--- src/rtl/game_pkg.sv ---
// Shared flash/game constants and the sprite loader state type.
// Latency: n/a (types and constants only).
// Backpressure: n/a.
package game_pkg;

   localparam logic [7:0] FLASH_CMD_READ = 8'h03;
   localparam int unsigned FLASH_ADDR_W = 24;

   typedef enum logic [2:0] {
      ST_IDLE,
      ST_ISSUE,
      ST_WAIT,
      ST_WRITE,
      ST_FINISH,
      ST_ERROR
   } loader_state_t;

endpackage

--- src/rtl/flash_sprite_loader_if.sv ---
// Single-byte start/cmd/addr handshake between a requester and pmod_sf3.
// Latency: n/a (wiring only); fl_done is a one-cycle pulse per started transfer.
// Backpressure: requester must hold fl_start low while fl_busy is high.
//
// Ports (master = requester, slave = flash controller):
//   fl_start, fl_cmd, fl_addr, fl_data_in  master -> slave
//   fl_data_out, fl_busy, fl_done          slave  -> master
interface flash_sprite_loader_if;
   import game_pkg::*;

   logic                    fl_start;
   logic [7:0]              fl_cmd;
   logic [FLASH_ADDR_W-1:0] fl_addr;
   logic [7:0]              fl_data_in;
   logic [7:0]              fl_data_out;
   logic                    fl_busy;
   logic                    fl_done;

   modport master (
      output fl_start, fl_cmd, fl_addr, fl_data_in,
      input  fl_data_out, fl_busy, fl_done
   );

   modport slave (
      input  fl_start, fl_cmd, fl_addr, fl_data_in,
      output fl_data_out, fl_busy, fl_done
   );

endinterface

--- src/rtl/flash_sprite_loader.sv ---
// Copies NUM_BYTES consecutive flash bytes into a sprite/tile RAM via pmod_sf3.
// Latency: 2 + flash read latency cycles per byte; load_done one cycle after the last write.
// Backpressure: fl_start is withheld while fl_busy is high; a missing fl_done times out to load_err.
//
// Ports:
//   clk, rst_n               clock, asynchronous active-low reset
//   load_req, load_addr      start a load from flash address load_addr (ignored unless idle)
//   abort                    cancel an in-progress load without done/err
//   fl                       flash controller handshake (master side)
//   wr_en, wr_addr, wr_data  RAM write port
//   loading, load_done, load_err, bytes_loaded   status
module flash_sprite_loader
   import game_pkg::*;
#(
   parameter int unsigned NUM_BYTES   = 1024,
   parameter int unsigned ADDR_W      = 10,
   parameter logic [7:0]  READ_CMD    = FLASH_CMD_READ,
   parameter int unsigned TIMEOUT_CYC = 65535
) (
   input  logic                    clk,
   input  logic                    rst_n,
   input  logic                    load_req,
   input  logic [FLASH_ADDR_W-1:0] load_addr,
   input  logic                    abort,
   flash_sprite_loader_if.master   fl,
   output logic                    wr_en,
   output logic [ADDR_W-1:0]       wr_addr,
   output logic [7:0]              wr_data,
   output logic                    loading,
   output logic                    load_done,
   output logic                    load_err,
   output logic [ADDR_W:0]         bytes_loaded
);

   localparam int unsigned TO_W = (TIMEOUT_CYC > 1) ? $clog2(TIMEOUT_CYC + 1) : 1;
   // The counter holds k during the k-th WAIT cycle, so the final permitted
   // cycle is TIMEOUT_CYC-1; error is flagged on the transition out of it.
   localparam logic [TO_W-1:0]   TO_LAST = TO_W'(TIMEOUT_CYC - 1);
   localparam logic [ADDR_W:0]   LAST    = (ADDR_W + 1)'(NUM_BYTES);

   loader_state_t           state;
   logic [FLASH_ADDR_W-1:0] base;
   logic [ADDR_W:0]         idx;
   logic [TO_W-1:0]         tcnt;
   logic                    fl_start_q;
   logic [FLASH_ADDR_W-1:0] fl_addr_q;

   logic [ADDR_W:0]         idx_nxt;
   logic [FLASH_ADDR_W-1:0] addr_nxt;

   // Address of the next byte; the 24-bit add wraps FFFFFF -> 000000.
   assign idx_nxt  = idx + 1'b1;
   assign addr_nxt = base + FLASH_ADDR_W'(idx_nxt);

   assign fl.fl_start   = fl_start_q;
   assign fl.fl_cmd     = READ_CMD;
   assign fl.fl_addr    = fl_addr_q;
   assign fl.fl_data_in = 8'h00;

   // bytes_loaded always equals the write index: both advance once per write.
   assign bytes_loaded  = idx;

   always_ff @(posedge clk or negedge rst_n) begin
      if (!rst_n) begin
         state      <= ST_IDLE;
         base       <= '0;
         idx        <= '0;
         tcnt       <= '0;
         fl_start_q <= 1'b0;
         fl_addr_q  <= '0;
         wr_en      <= 1'b0;
         wr_addr    <= '0;
         wr_data    <= '0;
         loading    <= 1'b0;
         load_done  <= 1'b0;
         load_err   <= 1'b0;
      end else begin
         // Pulse outputs default low every cycle.
         fl_start_q <= 1'b0;
         wr_en      <= 1'b0;
         load_done  <= 1'b0;

         case (state)
            ST_IDLE: begin
               // Stray fl_done pulses from abandoned transfers land here and are dropped.
               if (load_req) begin
                  base      <= load_addr;
                  fl_addr_q <= load_addr;
                  idx       <= '0;
                  load_err  <= 1'b0;
                  loading   <= 1'b1;
                  state     <= ST_ISSUE;
               end
            end

            ST_ISSUE: begin
               if (abort) begin
                  loading <= 1'b0;
                  state   <= ST_IDLE;
               end else if (!fl.fl_busy) begin
                  fl_start_q <= 1'b1;
                  tcnt       <= '0;
                  state      <= ST_WAIT;
               end
            end

            ST_WAIT: begin
               // abort beats fl_done; fl_done beats the timeout.
               if (abort) begin
                  loading <= 1'b0;
                  state   <= ST_IDLE;
               end else if (fl.fl_done) begin
                  wr_en   <= 1'b1;
                  wr_addr <= idx[ADDR_W-1:0];
                  wr_data <= fl.fl_data_out;
                  state   <= ST_WRITE;
               end else if (tcnt == TO_LAST) begin
                  load_err <= 1'b1;
                  loading  <= 1'b0;
                  state    <= ST_ERROR;
               end else begin
                  tcnt <= tcnt + 1'b1;
               end
            end

            ST_WRITE: begin
               // The write strobe is already on the port this cycle, so it is
               // counted even when abort arrives now.
               idx <= idx_nxt;
               if (abort) begin
                  loading <= 1'b0;
                  state   <= ST_IDLE;
               end else if (idx_nxt == LAST) begin
                  load_done <= 1'b1;
                  loading   <= 1'b0;
                  state     <= ST_FINISH;
               end else begin
                  fl_addr_q <= addr_nxt;
                  state     <= ST_ISSUE;
               end
            end

            ST_FINISH: state <= ST_IDLE;

            ST_ERROR:  state <= ST_IDLE;

            default:   state <= ST_IDLE;
         endcase
      end
   end

endmodule

--- src/flat_wrapper.sv ---
// flat-port wrapper written by rule: the top's interface ports become plain ports
module flash_sprite_loader_flat import game_pkg::*;
#(
   parameter int unsigned NUM_BYTES   = 1024,
   parameter int unsigned ADDR_W      = 10,
   parameter logic [7:0]  READ_CMD    = FLASH_CMD_READ,
   parameter int unsigned TIMEOUT_CYC = 65535
)
  (clk, rst_n, load_req, load_addr, abort, wr_en, wr_addr, wr_data, loading, load_done, load_err, bytes_loaded, fl_fl_start, fl_fl_cmd, fl_fl_addr, fl_fl_data_in, fl_fl_data_out, fl_fl_busy, fl_fl_done);
  flash_sprite_loader_if fl_i ();
  input  logic clk;
  input  logic rst_n;
  input  logic load_req;
  input  logic [FLASH_ADDR_W-1:0] load_addr;
  input  logic abort;
  output logic wr_en;
  output logic [ADDR_W-1:0] wr_addr;
  output logic [7:0] wr_data;
  output logic loading;
  output logic load_done;
  output logic load_err;
  output logic [ADDR_W:0] bytes_loaded;
  output wire logic [$bits(fl_i.fl_start)-1:0] fl_fl_start;
  output wire logic [$bits(fl_i.fl_cmd)-1:0] fl_fl_cmd;
  output wire logic [$bits(fl_i.fl_addr)-1:0] fl_fl_addr;
  output wire logic [$bits(fl_i.fl_data_in)-1:0] fl_fl_data_in;
  input wire logic [$bits(fl_i.fl_data_out)-1:0] fl_fl_data_out;
  input wire logic [$bits(fl_i.fl_busy)-1:0] fl_fl_busy;
  input wire logic [$bits(fl_i.fl_done)-1:0] fl_fl_done;
  assign fl_fl_start = fl_i.fl_start;
  assign fl_fl_cmd = fl_i.fl_cmd;
  assign fl_fl_addr = fl_i.fl_addr;
  assign fl_fl_data_in = fl_i.fl_data_in;
  assign fl_i.fl_data_out = fl_fl_data_out;
  assign fl_i.fl_busy = fl_fl_busy;
  assign fl_i.fl_done = fl_fl_done;
  flash_sprite_loader #(.NUM_BYTES(NUM_BYTES), .ADDR_W(ADDR_W), .READ_CMD(READ_CMD), .TIMEOUT_CYC(TIMEOUT_CYC)) u_core (.clk(clk), .rst_n(rst_n), .load_req(load_req), .load_addr(load_addr), .abort(abort), .fl(fl_i), .wr_en(wr_en), .wr_addr(wr_addr), .wr_data(wr_data), .loading(loading), .load_done(load_done), .load_err(load_err), .bytes_loaded(bytes_loaded));
endmodule
--- config.mk ---
export PLATFORM = sky130hd
export DESIGN_NAME = flash_sprite_loader_flat
export DESIGN_NICKNAME = d
export VERILOG_FILES = /design/src/rtl/game_pkg.sv /design/src/rtl/flash_sprite_loader_if.sv /design/src/rtl/flash_sprite_loader.sv /design/src/flat_wrapper.sv
export SDC_FILE = /design/constraint.sdc
export NUM_CORES = 1
export LEC_CHECK = 0
export BUFFER_PORTS_ARGS = -buffer_cell sky130_fd_sc_hd__buf_2
export CORE_MARGIN = 2
export CORE_UTILIZATION = 33
export DETAILED_ROUTE_END_ITERATION = 7
export PLACE_DENSITY = 0.58
export SYNTH_ARGS = -nofsm -noshare
export SYNTH_HDL_FRONTEND = slang
export SYNTH_SLANG_ARGS = --single-unit
--- constraint.sdc ---
create_clock -name clk -period 9 [get_ports clk]
set_clock_uncertainty 0.15 [all_clocks]
set_input_delay 1.35 -clock clk [delete_from_list [all_inputs] [get_ports clk]]
set_output_delay 1.35 -clock clk [all_outputs]
set_load 0.05 [all_outputs]
==> results of run 1 <==
==> power groups by stage <==
stage | logic [mW] | registers, mW | clock network (mW)
2_1_floorplan | 0.410 | 0.999 | 0
3_3_place_gp | 0.872 | 0.733 | 0
3_5_place_dp | 0.880 | 0.737 | 0
4_1_cts | 0.882 | 0.729 | 0.416
5_1_grt | 0.942 | 0.753 | 0.433
6_report | 0.871 | 0.727 | 0.401
==> Yosys cell counts, types with 3 or more instances <==
master and count:
sky130_fd_sc_hd__or3_1 5, sky130_fd_sc_hd__dfrtp_1 101, sky130_fd_sc_hd__ha_1 18, sky130_fd_sc_hd__nor2_1 34, sky130_fd_sc_hd__o22ai_1 3, sky130_fd_sc_hd__and4_1 4, sky130_fd_sc_hd__buf_2 11, sky130_fd_sc_hd__buf_1 3
sky130_fd_sc_hd__o31ai_1 6, sky130_fd_sc_hd__nor4_1 8, sky130_fd_sc_hd__a22o_1 6, sky130_fd_sc_hd__a21oi_1 18, sky130_fd_sc_hd__mux2_2 43, sky130_fd_sc_hd__xnor2_1 24, sky130_fd_sc_hd__buf_6 4, sky130_fd_sc_hd__buf_4 17
sky130_fd_sc_hd__nand3b_1 3, sky130_fd_sc_hd__a21o_1 6, sky130_fd_sc_hd__o211ai_1 6, sky130_fd_sc_hd__nand4_1 8, sky130_fd_sc_hd__nand2_1 104, sky130_fd_sc_hd__nor3b_1 3, sky130_fd_sc_hd__o21a_1 3, sky130_fd_sc_hd__or4_1 3
sky130_fd_sc_hd__inv_1 13, sky130_fd_sc_hd__nand3_1 22, sky130_fd_sc_hd__o31a_1 3, sky130_fd_sc_hd__xor2_1 6, sky130_fd_sc_hd__nor3_1 11, sky130_fd_sc_hd__and3_1 3, sky130_fd_sc_hd__a221oi_1 3, sky130_fd_sc_hd__o21ai_0 35
sky130_fd_sc_hd__clkbuf_1 15, sky130_fd_sc_hd__a211oi_1 7, sky130_fd_sc_hd__mux2_1 4
==> logic make-up after synthesis <==
| logic type | share of synthesized area (%) |
|---|---|
| fa+ha+maj | 4.20 |
| simple gates | 19.3 |
| buf+inv | 6.13 |
| flops | 43.3 |
| xor+xnor | 4.50 |
| mux | 9.23 |
| compound gates | 13.3 |
| other cells | 0.129 |
==> placed cells by master, fill, tap and decap left out, drive strengths merged, types with 6 or more instances in the layout <==
| cell type | synthesis | final |
|---|---|---|
| conb | 2 | 16 |
| clkbuf | 16 | 12 |
| a21oi | 19 | 19 |
| dfrtp | 101 | 101 |
| o211ai | 6 | 6 |
| nor3 | 12 | 12 |
| ha | 18 | 18 |
| a211oi | 7 | 7 |
| a21o | 6 | 6 |
| nand3 | 22 | 22 |
| xnor2 | 24 | 24 |
| nand4 | 10 | 10 |
| nor4 | 8 | 8 |
| nor2 | 35 | 35 |
| inv | 13 | 13 |
| xor2 | 6 | 6 |
| mux2 | 47 | 47 |
| o31ai | 6 | 6 |
| o21ai | 35 | 35 |
| a22o | 6 | 6 |
| buf | 35 | 101 |
| nand2 | 104 | 104 |
==> worst max-delay path by stage <==
stage	to	cells after the start	slack, ns	startpoint
3_3_place_gp	u_core.fl.fl_addr[18]	10	5.14	u_core.bytes_loaded[0]
3_5_place_dp	u_core.fl.fl_addr[18]	10	5.07	u_core.bytes_loaded[0]
5_1_grt	u_core.fl.fl_addr[18]	10	4.76	u_core.bytes_loaded[0]
4_1_cts	u_core.fl.fl_addr[18]	10	5.05	u_core.bytes_loaded[0]
2_1_floorplan	u_core.fl.fl_addr[18]	12	5.20	u_core.bytes_loaded[3]
6_report	u_core.fl.fl_addr[18]	10	5.02	u_core.bytes_loaded[0]
==> worst register-to-register path, stage by stage (launching register included) <==
cell,delay [ns]
sky130_fd_sc_hd__dfrtp_1,0.53
sky130_fd_sc_hd__ha_1,0.33
sky130_fd_sc_hd__nand3_1,0.12
sky130_fd_sc_hd__xnor2_1,0.30
sky130_fd_sc_hd__ha_1,0.35
sky130_fd_sc_hd__a21o_1,0.23
sky130_fd_sc_hd__a221o_2,0.44
sky130_fd_sc_hd__a221oi_2,0.72
sky130_fd_sc_hd__nor4_1,0.09
sky130_fd_sc_hd__or3_1,0.34
sky130_fd_sc_hd__mux2_2,0.26
==> registers in the layout (all words and copies together) (netlist names) <==
register	cells
u_core.fl.fl_start	1
u_core.fl.fl_addr	24
u_core.wr_en	1
u_core.tcnt	16
u_core.load_err	1
u_core.loading	1
u_core.state	3
u_core.base	24
u_core.bytes_loaded	11
u_core.wr_addr	10
u_core.load_done	1
u_core.wr_data	8
==> area by class of cell <==
type	instances	share of cell area, %
Tap cell	225	4.20
Sequential cell	101	37.7
Multi-Input combinational cell	453	45.2
Inverter	13	0.728
Clock inverter	4	0.709
Timing Repair Buffer	101	7.80
Clock buffer	12	3.68
==> per-layer routing <==
metal,up-vias,routed length (µm)
met3,13,630
met1,2193,6830
met5,-,0
met4,0,257
met2,109,6540
li1,2268,-
==> results.rst, run 1 <==
.. list-table::
   :header-rows: 1

   * - Metric
     - Value
   * - Total number of vias
     - 4583
   * - Data required time of the critical path
     - 9.09 ns
   * - Comb pwr share
     - 43.6%
   * - Total number of placement rows
     - 48
   * - Worst Setup Slack post-DPL
     - 5.07 ns
   * - Number of buffers added by the clock tree synthesis step
     - 9
   * - Total Wirelength
     - 14300 µm
   * - GR met1 Demand/Resource
     - 22.2%
   * - Post-Layout Inst Area
     - 0.00670 mm²
   * - Hold-fix buffer count after cts
     - 0
   * - Number of buffer and inverter stages on the critical path
     - 0
   * - Maximum number of buffers from clock root to sink
     - 2
   * - Total Die Area
     - 0.0188 mm²
   * - DPL Wire Length
     - 9900 µm
   * - GRT Total Usage
     - 15.8%
   * - Type of the tightest min-delay check
     - reg2reg
   * - Utilization after layout
     - 38.8%
   * - Maximum vdd drop
     - 0.181 mV
   * - Endpoint with the worst hold slack
     - u_core.wr_data[1]
   * - Worst hold start
     - u_core.wr_data[1]
   * - Avg Vias per Cell
     - 5.04
   * - Post-synthesis instance total
     - 604
   * - Routing layer with the top usage in global route
     - met2
   * - Detailed-route DRC error count
     - 0
   * - Leakage
     - 3.11 nW
   * - Max-slew headroom
     - 41.2%
   * - Yosys Warn Count
     - 0
   * - Proportion of power drawn by flip-flops and latches
     - 36.4%
   * - Internal cell power
     - 1.11 mW
   * - RSZ-0062 raised after global routing
     - false
   * - Top Ports
     - 112
   * - Net switching power of the design
     - 0.888 mW
   * - Top delay family on crit path
     - compound AO/OA/AOI/OAI gates
   * - Synthesis-to-layout area growth
     - 14.8%
   * - Antenna diode instance count
     - 0
   * - Critical-path maximum fanout
     - 12
   * - Clock Tree Root
     - sky130_fd_sc_hd__clkbuf_16
   * - Share of synthesized area occupied by flip-flops and latches
     - 43.3%
   * - Pin count of the biggest net entering global routing
     - 61
   * - Layout cell share with drive strength beyond 1
     - 26.3%
   * - Level count of the clock H-tree
     - 3
   * - CTS tree
     - yes
   * - Share of total power in the clock network
     - 20.1%
   * - Syn Std Cell Area
     - 0.00584 mm²
   * - First DRT Iteration DRCs
     - 287
   * - Reported max-cap violation count
     - 0
   * - Placement Cell Area
     - 0.00641 mm²
   * - Hold Path Stages
     - 2
   * - Power density normalized to cell area
     - 298 mW/mm²
   * - Worst setup slack for register-to-register paths
     - 5.02 ns
   * - Final antenna-violating net count
     - 0
   * - Aggregate global routing overflow
     - 0
   * - Setup TNS after final layout
     - 0 ns
   * - Placer congestion estimate
     - 0.845
   * - Kind of launch point of the worst setup path
     - register
   * - Post-synthesis area per instance
     - 9.67 µm²
   * - Final cycle utilization of the critical path
     - 44.2%
   * - Initial antenna violation count
     - 0
   * - Beginning of the worst register-to-register path
     - u_core.bytes_loaded[0]
   * - Number of clock sinks seen by CTS
     - 101
   * - Filler cell count
     - 1781
   * - Number of I/O port buffers
     - 95
   * - Count of state elements after synthesis
     - 101
   * - Grt met3 use
     - 2.33%
   * - # nets final
     - 736
   * - Run status
     - completed
   * - Post-cts sizing count
     - 0
   * - Worst-Margin Slew
     - 0.880 ns
   * - Crit path cell chain
     - ha_1 -> nand3_1 -> xnor2_1 -> ha_1 -> a21o_1 -> a221o_2 -> a221oi_2 -> nor4_1 -> or3_1 -> mux2_2
   * - 1st-pass router iterations
     - 4
   * - Filler-free cell count of the finished design
     - 909
   * - Post-synth top flop
     - sky130_fd_sc_hd__dfrtp_1
   * - F_max
     - 252 MHz
   * - Final worst setup slack
     - 5.02 ns
   * - Routed wire per std cell
     - 15.7 µm
   * - Die Y
     - 137 µm
   * - Worst setup path category
     - reg2reg
   * - Max-slew violation count
     - 0
   * - Area taken by flip-flops and latches
     - 0.00253 mm²
   * - Top cell by count, worst path
     - sky130_fd_sc_hd__ha_1
   * - Setup violations, final
     - 0
   * - Global-route met2 utilization
     - 24.4%
   * - Wire length of the first global-routing pass
     - 23000 µm
   * - Type of element capturing the critical path
     - register
   * - Crit Reg-Reg Endpoint
     - u_core.fl.fl_addr[18]
   * - Number of placed instances with taps included
     - 893
   * - Via count of the first global-routing pass
     - 4384
   * - Delay contributed by the slowest stage of the critical path
     - 0.72 ns
   * - Share of synthesized flip-flops with an asynchronous set or reset
     - 100%
   * - Placeable Area
     - 0.0173 mm²
   * - Leading area contributor after synthesis
     - sky130_fd_sc_hd__dfrtp_1
   * - Worst-path clk slew
     - 0.07 ns
   * - Yosys top cell area share
     - 43.3%
   * - Sw frac
     - 44.4%
   * - Final critical-path required period
     - 3.98 ns
   * - Endpoint arrival time on the critical path
     - 4.07 ns
   * - Clock network latency to the later pin of the worst-skew pair
     - 0.35 ns
   * - Die X-Extent
     - 137 µm
   * - Post-synth EDFFs
     - 0
   * - Starting utilization of the core area
     - 33.8%
   * - Design Power
     - 2.00 mW
   * - Yosys cell types
     - 66
   * - Worst Hold Slack
     - 0.318 ns
   * - R2R depth
     - 10
   * - Area used by multi-input combinational logic
     - 0.00303 mm²
   * - Leading post-synthesis cells by cell area
     - sky130_fd_sc_hd__dfrtp_1, sky130_fd_sc_hd__mux2_2, sky130_fd_sc_hd__nand2_1, sky130_fd_sc_hd__ha_1, sky130_fd_sc_hd__xnor2_1
   * - Post-CTS Setup Bufs
     - 0
   * - Slowest CP cell
     - sky130_fd_sc_hd__a221oi_2
   * - Final-report hold violation count
     - 0
(Power assumes the default switching activity.)
==> run 2, diff against run 1 <==
--- a/config.mk
+++ b/config.mk
@@ -9,7 +9,7 @@
 export CORE_MARGIN = 2
 export CORE_UTILIZATION = 33
 export DETAILED_ROUTE_END_ITERATION = 7
-export PLACE_DENSITY = 0.58
+export PLACE_DENSITY = 0.6
 export SYNTH_ARGS = -nofsm -noshare
 export SYNTH_HDL_FRONTEND = slang
 export SYNTH_SLANG_ARGS = --single-unit
==> constraint.sdc (replaced) <==
create_clock -name clk -period 3.4 [get_ports clk]
set_clock_uncertainty 0.15 [all_clocks]
set_input_delay 0.51 -clock clk [delete_from_list [all_inputs] [get_ports clk]]
set_output_delay 0.51 -clock clk [all_outputs]
set_load 0.05 [all_outputs]
==> run 2 against run 1 <==
Sequential power rose to 2.7 times the previous value. Non-clock buffer count is 26 higher. Final cell count is 2.9% higher. Largest power group unchanged. Highest routed layer unchanged. Largest cell class unchanged.
==> results.rst, run 2 (synthesis gave the netlist of run 1 again) <==
.. list-table::
   :header-rows: 1

   * - Metric
     - Value
   * - Total number of placement rows
     - 48
   * - Worst setup slack for register-to-register paths
     - 0.13 ns
   * - Leakage
     - 3.27 nW
   * - Worst-Margin Slew
     - 0.794 ns
   * - Kind of launch point of the worst setup path
     - register
   * - Worst setup path category
     - reg2reg
   * - Die Y
     - 137 µm
   * - Sw frac
     - 43.2%
   * - Number of buffer and inverter stages on the critical path
     - 1
   * - Antenna diode instance count
     - 0
   * - Data required time of the critical path
     - 3.48 ns
   * - Number of buffers added by the clock tree synthesis step
     - 9
   * - F_max
     - 306 MHz
   * - Final cycle utilization of the critical path
     - 96.2%
   * - Commonest non-fill, non-tap cells in the layout
     - sky130_fd_sc_hd__nand2_1, sky130_fd_sc_hd__dfrtp_1, sky130_fd_sc_hd__buf_2, sky130_fd_sc_hd__mux2_2
   * - Clock network latency to the later pin of the worst-skew pair
     - 0.35 ns
   * - Level count of the clock H-tree
     - 3
   * - Worst-path clk slew
     - 0.07 ns
   * - DPL Wire Length
     - 10200 µm
   * - Placer congestion estimate
     - 0.828
   * - Via count of the first global-routing pass
     - 4496
   * - Endpoint arrival time on the critical path
     - 3.36 ns
   * - Clock Tree Root
     - sky130_fd_sc_hd__clkbuf_16
   * - Delay contributed by the slowest stage of the critical path
     - 0.53 ns
   * - RSZ-0062 raised after global routing
     - false
   * - Net switching power of the design
     - 2.35 mW
   * - Maximum vdd drop
     - 0.430 mV
   * - Utilization after layout
     - 40.5%
   * - Total Wirelength
     - 14300 µm
   * - Type of element capturing the critical path
     - register
   * - Aggregate global routing overflow
     - 0
   * - Internal cell power
     - 3.08 mW
   * - Top Ports
     - 112
   * - Final critical-path required period
     - 3.27 ns
   * - Hold-fix buffer count after cts
     - 0
   * - Crit Reg-Reg Endpoint
     - u_core.fl.fl_addr[18]
   * - Final antenna-violating net count
     - 0
   * - Routed wire per std cell
     - 15.3 µm
   * - Final-report hold violation count
     - 0
   * - Beginning of the worst register-to-register path
     - u_core.bytes_loaded[1]
   * - Comb pwr share
     - 43.5%
   * - Max-slew headroom
     - 46.9%
   * - Die X-Extent
     - 137 µm
   * - Maximum number of buffers from clock root to sink
     - 2
   * - GRT Total Usage
     - 15.7%
   * - Number of clock sinks seen by CTS
     - 101
   * - Reported max-cap violation count
     - 0
   * - # nets final
     - 762
   * - CTS tree
     - yes
   * - R2R depth
     - 11
   * - Number of I/O port buffers
     - 95
   * - Total Die Area
     - 0.0188 mm²
   * - Initial antenna violation count
     - 0
   * - Wire length of the first global-routing pass
     - 23000 µm
   * - Starting utilization of the core area
     - 33.8%
   * - Setup TNS after final layout
     - 0 ns
   * - Total number of vias
     - 4705
   * - Slowest CP cell
     - sky130_fd_sc_hd__dfrtp_4
   * - Run status
     - completed
   * - Commonest non-fill, non-tap cell in the layout
     - sky130_fd_sc_hd__nand2_1
   * - Proportion of power drawn by flip-flops and latches
     - 35.5%
   * - Detailed-route DRC error count
     - 0
   * - Crit. Startpoint
     - u_core.bytes_loaded[1]
   * - Pin count of the biggest net entering global routing
     - 49
   * - First DRT Iteration DRCs
     - 295
   * - Instance count on the critical path
     - 11
   * - Endpoint of the worst setup timing path
     - u_core.fl.fl_addr[18]
   * - Share of total power in the clock network
     - 21.0%
   * - Top delay family on crit path
     - compound AO/OA/AOI/OAI gates
   * - Synthesis-to-layout area growth
     - 20.0%
   * - Max-slew violation count
     - 0
   * - Setup violations, final
     - 0
   * - Layout cell share with drive strength beyond 1
     - 31.0%
   * - Critical-path maximum fanout
     - 8
   * - Crit path cell chain
     - ha_4 -> nand3_1 -> xnor2_2 -> ha_2 -> a21o_1 -> a221o_2 -> a221oi_2 -> buf_6 -> nor4_1 -> or3_1 -> mux2_2
   * - Type of the tightest min-delay check
     - in2async
   * - Power density normalized to cell area
     - 775 mW/mm²
   * - 1st-pass router iterations
     - 5
   * - Placeable Area
     - 0.0173 mm²
   * - Design Power
     - 5.43 mW
   * - Avg Vias per Cell
     - 5.03
[run 2: cell count changes in the layout (fill, tap and decap cells not counted), sizes merged]
cell / delta
buf: +26
bufinv: +1
clkinvlp: -1
[run 2: worst min-delay path by stage]
stage | depth (start not counted) | slack, ns | to | from
after floorplan | 0 | 0.06 | u_core.base[0] | rst_n
after global placement | 2 | 0.30 | u_core.wr_data[5] | u_core.wr_data[5]
after detailed placement | 2 | 0.31 | u_core.wr_addr[6] | u_core.wr_addr[6]
after CTS | 1 | 0.07 | u_core.fl.fl_addr[18] | rst_n
after global routing | 1 | 0.09 | u_core.fl.fl_addr[18] | rst_n
final | 1 | 0.05 | u_core.fl.fl_addr[18] | rst_n
[run 2: stage by stage]
stage               std cells  area, µm²  setup WS (ns)  hold slack, ns
floorplan                 618       5950        -0.0134          0.0644
global placement          916       6630         0.0365           0.303
detailed placement        916       6630        0.00442           0.308
CTS                       933       6970         0.0185          0.0681
global route              935       7010        0.00316          0.0911
finish                    935       7010          0.129          0.0467
[run 2: power groups by stage]
stage | Sequential (mW) | Clock (mW) | Combinational [mW]
global route | 1.99 | 1.23 | 2.57
floorplan | 2.66 | 0 | 1.09
CTS | 1.93 | 1.18 | 2.38
detailed placement | 1.95 | 0 | 2.38
global placement | 1.94 | 0 | 2.35
finish | 1.93 | 1.14 | 2.36
[run 2: routing by layer]
layer	wire length [µm]	part of all wire (%)	track usage [%]	vias up
met5	0	0	0	-
met4	166	1.2	4.93	0
met3	591	4.1	3.11	15
met2	6790	47	24.5	104
met1	6760	47	21.9	2272
li1	-	-	-	2314
[run 2: repair_timing]
action | 4_1_cts | 5_1_grt
setup buffers | 1 | 2
cloned | 0 | 0
pin swaps | 1 | 2
endpoints found under the setup margin | 1 | 10
gates resized for setup | 0 | 7
[run 2: area by class of cell]
type                    instances  area, µm²
well taps                     225        282
clock inverters                 4       70.1
flip-flops and latches        101       2540
clock buffers                  12        256
multi-input cells             453       3080
inverters                      13       48.8
fillers                      1739      10300
repair buffers                127        734
[run 2: worst register-to-register path, stage by stage, from the launching register on]
cell and delay, ns:
sky130_fd_sc_hd__dfrtp_4 0.53, sky130_fd_sc_hd__ha_4 0.20, sky130_fd_sc_hd__nand3_1 0.12, sky130_fd_sc_hd__xnor2_2 0.13, sky130_fd_sc_hd__ha_2 0.33, sky130_fd_sc_hd__a21o_1 0.22, sky130_fd_sc_hd__a221o_2 0.44, sky130_fd_sc_hd__a221oi_2 0.25
sky130_fd_sc_hd__buf_6 0.17, sky130_fd_sc_hd__nor4_1 0.05, sky130_fd_sc_hd__or3_1 0.30, sky130_fd_sc_hd__mux2_2 0.26
